### config.mk
export PLATFORM = sky130hd
export DESIGN_NAME = dmem_arbiter
export DESIGN_NICKNAME = d
export VERILOG_FILES = /design/src/rtl/dmem_arb_pkg.sv /design/src/rtl/dmem_arbiter_pick.sv /design/src/rtl/dmem_arbiter.sv
export SDC_FILE = /design/constraint.sdc
export NUM_CORES = 1
export LEC_CHECK = 0
export BUFFER_PORTS_ARGS = -buffer_cell sky130_fd_sc_hd__buf_2
export CAP_MARGIN = 40
export CELL_PAD_IN_SITES_DETAIL_PLACEMENT = 1
export CELL_PAD_IN_SITES_GLOBAL_PLACEMENT = 1
export CORE_AREA = 2 2 136 138
export CTS_CLUSTER_SIZE = 25
export DETAILED_ROUTE_END_ITERATION = 16
export DIE_AREA = 0 0 138 140
export PLACE_DENSITY_LB_ADDON = 0.1
export SLEW_MARGIN = 25
export SYNTH_ARGS = -nofsm -noshare
export SYNTH_HDL_FRONTEND = slang
export SYNTH_SLANG_ARGS = --single-unit
### constraint.sdc
create_clock -name clk -period 2.1 [get_ports clk]
set_input_delay 0.105 -clock clk [delete_from_list [all_inputs] [get_ports clk]]
set_output_delay 0.105 -clock clk [all_outputs]
set_load 0.03 [all_outputs]
### src/rtl/dmem_arb_pkg.sv
// Shared types and constants for the data-memory arbiter (dmem_arbiter).
package dmem_arb_pkg;

  typedef enum logic [1:0] {IDLE, ACCESS, WAIT, RESP} arb_state_t;

  typedef enum logic {OWN_CORE = 1'b0, OWN_DBG = 1'b1} arb_owner_t;

  localparam int unsigned MEM_LAT_MAX = 7;
  localparam int unsigned CNT_W       = 3;

endpackage

### src/rtl/dmem_arbiter_pick.sv
// arb_pick: combinational two-way owner picker for dmem_arbiter.
// ARB_RR_EN defined: round-robin on ties; undefined: debug wins every tie.
module arb_pick
  import dmem_arb_pkg::*;
(
  input  logic       core_req,
  input  logic       dbg_req,
  input  logic       last_dbg,
  output arb_owner_t owner
);

`ifdef ARB_RR_EN
  always_comb begin
    owner = OWN_CORE;
    if (core_req && dbg_req) begin
      owner = last_dbg ? OWN_CORE : OWN_DBG;
    end else if (dbg_req) begin
      owner = OWN_DBG;
    end
  end
`else
  // Fixed priority has no history; the port is kept so both builds share one top.
  logic unused_last_dbg;
  assign unused_last_dbg = last_dbg;

  always_comb begin
    owner = dbg_req ? OWN_DBG : OWN_CORE;
  end
`endif

endmodule

### src/rtl/dmem_arbiter.sv
// dmem_arbiter: shares the single-port data memory between core and debug ports.
// Optional macro ARB_RR_EN selects round-robin arbitration instead of debug priority.
module dmem_arbiter
  import dmem_arb_pkg::*;
#(
  parameter int unsigned MEM_LAT = 1,
  parameter int unsigned ADDR_W  = 32
) (
  input  logic              clk,
  input  logic              n_rst,
  input  logic              core_req,
  input  logic              core_we,
  input  logic [ADDR_W-1:0] core_addr,
  input  logic [31:0]       core_wdata,
  output logic [31:0]       core_rdata,
  output logic              core_ack,
  output logic              core_stall,
  input  logic              dbg_req,
  input  logic              dbg_we,
  input  logic [ADDR_W-1:0] dbg_addr,
  input  logic [31:0]       dbg_wdata,
  output logic [31:0]       dbg_rdata,
  output logic              dbg_ack,
  output logic              mem_en,
  output logic              mem_we,
  output logic [ADDR_W-1:0] mem_addr,
  output logic [31:0]       mem_wdata,
  input  logic [31:0]       mem_rdata,
  output logic              grant_dbg
);

  arb_state_t       state, state_nxt;
  arb_owner_t       owner_q, pick;
  logic [CNT_W-1:0] cnt;
  logic             lat_we;
  logic             last_dbg;
  logic             any_req;
  logic             grant;

  assign any_req = core_req | dbg_req;
  assign grant   = (state == IDLE) && any_req;

  arb_pick u_pick (
    .core_req (core_req),
    .dbg_req  (dbg_req),
    .last_dbg (last_dbg),
    .owner    (pick)
  );

  always_ff @(posedge clk) begin
    if (!n_rst) begin
      state <= IDLE;
    end else begin
      state <= state_nxt;
    end
  end

  always_comb begin
    state_nxt = state;
    case (state)
      IDLE:    if (any_req) state_nxt = ACCESS;
      ACCESS:  state_nxt = WAIT;
      WAIT:    if (cnt == '0) state_nxt = RESP;
      RESP:    state_nxt = IDLE;
      default: state_nxt = IDLE;
    endcase
  end

  always_ff @(posedge clk) begin
    if (!n_rst) begin
      owner_q    <= OWN_CORE;
      lat_we     <= 1'b0;
      mem_addr   <= '0;
      mem_wdata  <= '0;
      cnt        <= '0;
      core_rdata <= '0;
      dbg_rdata  <= '0;
    end else begin
      case (state)
        IDLE: begin
          if (grant) begin
            owner_q <= pick;
            if (pick == OWN_DBG) begin
              lat_we    <= dbg_we;
              mem_addr  <= dbg_addr;
              mem_wdata <= dbg_wdata;
            end else begin
              lat_we    <= core_we;
              mem_addr  <= core_addr;
              mem_wdata <= core_wdata;
            end
          end
        end
        ACCESS: cnt <= CNT_W'(MEM_LAT - 1);
        WAIT: begin
          // Read data is captured on stores too; the value is simply unused.
          if (cnt == '0) begin
            if (owner_q == OWN_DBG) begin
              dbg_rdata <= mem_rdata;
            end else begin
              core_rdata <= mem_rdata;
            end
          end else begin
            cnt <= cnt - 1'b1;
          end
        end
        default: ;
      endcase
    end
  end

`ifdef ARB_RR_EN
  // Reset value "debug last served" lets the core win the first tie.
  always_ff @(posedge clk) begin
    if (!n_rst) begin
      last_dbg <= 1'b1;
    end else if (grant) begin
      last_dbg <= (pick == OWN_DBG);
    end
  end
`else
  assign last_dbg = 1'b1;
`endif

  assign mem_en     = (state == ACCESS);
  assign mem_we     = mem_en & lat_we;
  assign core_ack   = (state == RESP) && (owner_q == OWN_CORE);
  assign dbg_ack    = (state == RESP) && (owner_q == OWN_DBG);
  assign grant_dbg  = (state != IDLE) && (owner_q == OWN_DBG);
  assign core_stall = core_req & ~core_ack;

endmodule

==> reports/qor.txt <==
Worst R2R Start: state[0]$_SDFFE_PN0P_
Slew headroom: 63.4%
post-route clock period utilization: 79.5%
DIE AREA: 19300 um^2
I/O Buffers: 299
Critical Path RT: 2.41 ns
outcome: finished clean
max-capacitance violation count: 0
final critical-path required period: 1.67 ns
Pleak: 4.57 nW
Sequential Area: 2700 um^2
Cells after DPL: 1103
clock sink count: 135
Die H: 140 um
post-synthesis net count: 786
Worst-Margin Slew: 0.549 ns
global-route wire length before repair: 29.1 mm
clk root buf: clkbuf_16
WL final: 18.3 mm
setup_tns: 0 ns
FF-to-FF path depth: 6
GRT Overall Usage: 18.8%
register bit total from synthesis: 135
grt ovf: 0
clk_lat worst skew: 0.43 ns
DRC violation total after the first TritonRoute iteration: 201
DRC: 0
RSZ-0062 raised after global routing: no
largest net degree at the start of global routing: 63
clock skew: 0.00958 ns
DR WL/cell: 15.7 um
RR Endpoint: mem_wdata[10]$_SDFFE_PN0P_
# IOs: 300
# H-tree levels: 4
Num CTS Buffers: 17
vias in the first global route: 5740
Inserted Diodes: 0
synth-to-layout area growth: 43.5%
fin worst setup slack: 0.431 ns
post-cts sizing count: 0
Detail Route Antenna Nets: 0
CTS clk-pin slew, worst paths: 0.06 ns
Critical Path Start: state[0]$_SDFFE_PN0P_
Synth warnings: 0
row cnt: 49
Synth Area per Inst: 9.46 um^2
Critical Path Fanout Max: 40
Post-DP HPWL: 13.3 mm
register area share after synthesis: 46.5%
vias per cell: 4.71
Tightest Hold Check Type: in2reg
Tot Pwr: 10.4 mW
Hold WS: 0.0314 ns
Fmax: 599 MHz
Critical Path AT: 1.98 ns
Via Count: 5495
share of layout cells above drive strength 1: 36.6%
fin cells: 1167
initial antenna violation count: 0
CTS tree: yes
area used by multi-input combinational logic: 2780 um^2
post-synthesis cell area: 5810 um^2
crit path capture type: flip-flop
crit path to: mem_wdata[10]$_SDFFE_PN0P_
Final Net Count: 1097
synth unique cells: 22
Startpoint Class: flip-flop
# fillers: 2116
Die Wd: 138 um
Power Dens Cells: 1250 nW/um^2
VDD IR-drop max: 0.000594 V
DRT Pass-1 Iters: 4
GPL Wtd Cong: 0.762
final hold vios: 0
core area: 17800 um^2
kind of critical path: reg2reg
Longest Clk Path Bufs: 2
initial core utilization: 32.7%
Slew Viols, Final: 0
Final setup violation count: 0
R2R Setup Slk: 0.43 ns
Place WS: 0.446 ns
Syn Inst Count: 614
cell usage after synthesis (all sizes together):
cell type	count	share of area [%]
o21a	4	0.52
dfxtp	135	47
and2	2	0.22
buf	32	4.2
nor2	4	0.26
mux2i	66	11
nand3	1	0.086
o221a	1	0.19
clkbuf	19	1.2
and3b	1	0.15
and3	4	0.43
nand2	196	13
ha	6	1.3
a22oi	1	0.13
inv	5	0.32
o211a	65	11
nand3b	1	0.13
a21boi	65	8.4
nor2b	4	0.43
nand2b	2	0.22
through the flow:
step,instance area [um^2],utilization [%]
3_5_place_dp,7440,41.8
5_1_grt,8330,46.9
3_3_place_gp,7440,41.8
4_1_cts,8330,46.9
6_report,8330,46.9
2_1_floorplan,5810,-
cell type report:
class	instances	area share, %
inverters	5	0.225
well taps	229	3.44
clock inverters	13	1.58
repair buffers	343	23.7
clock buffers	19	5.31
multi-input cells	423	33.3
flip-flops and latches	135	32.4
registers in the layout, summed over array words and instances, names as in the netlist:
signal / flops
core_rdata: 32
mem_wdata: 32
mem_addr: 32
owner_q: 1
dbg_rdata: 32
state: 2
lat_we: 1
cnt: 3
cell usage in the layout, fill, tap and decap left out:
cell           count
a21boi_1          65
a22oi_1            1
and2_1             2
and3_1             4
and3b_1            1
buf_12             5
buf_2            297
buf_4              9
bufinv_16          2
clkbuf_1           1
clkbuf_16         17
clkbuf_8           1
clkinv_2           5
clkinv_4           1
clkinvlp_4         5
dfxtp_1          135
dlygate4sd3_1     32
ha_1               6
inv_1              5
mux2i_1           66
nand2_1          196
nand2b_1           2
nand3_1            1
nand3b_1           1
nor2_1             4
nor2b_1            4
o211a_1           65
o21a_1             3
o21a_4             1
o221a_1            1
logic make-up after synthesis:
kind of cell	after synthesis	share of synthesized area [%]
and+or+nand+nor	215	14.6
AOI/OAI and AO/OA	136	20.4
DFF	135	46.5
muxes	66	11.4
buffers and inverters	56	5.79
adders and majority gates	6	1.29
where the power goes:
| group | switching (mW) | internal (mW) |
|---|---|---|
| clock network | 1.13 | 1.76 |
| logic | 2.65 | 1.33 |
| registers | 0.332 | 3.18 |
| total | 4.12 | 6.28 |
worst min path at each step:
stage / from / endpoint / slack (ns) / cells past startpoint
after floorplan: mem_rdata[10] / core_rdata[10]$_SDFFE_PN0P_ / 0.24 / 2
after global placement: mem_rdata[13] / core_rdata[13]$_SDFFE_PN0P_ / 0.36 / 3
after detailed placement: mem_rdata[9] / dbg_rdata[9]$_SDFFE_PN0P_ / 0.36 / 3
after CTS: core_addr[17] / mem_addr[17]$_SDFFE_PN0P_ / 0.01 / 4
after global routing: core_wdata[18] / mem_wdata[18]$_SDFFE_PN0P_ / 0.02 / 4
final: core_addr[17] / mem_addr[17]$_SDFFE_PN0P_ / 0.03 / 4
layer usage:
layer	part of all wire [%]	global-route usage, %	vias up
li1	-	-	2714
met2	53	35.6	178
met3	6.1	5.91	24
met5	0	0	-
met1	39	19.1	2579
met4	1.8	7.25	0
critical path: stages, from the launching register on:
cell and delay (ns):
dfxtp_1 0.34, inv_1 0.10, ha_1 0.28, o21a_4 0.37
buf_12 0.24, nand2_1 0.08, o211a_1 0.13
repair_timing:
item                                   4_1_cts  5_1_grt
endpoints found under the hold margin       64        0
buffers inserted                             0        0
setup endpoints to repair                    0        0
hold buffers                                32        0
No activity file was read; power rests on OpenSTA's default activity.
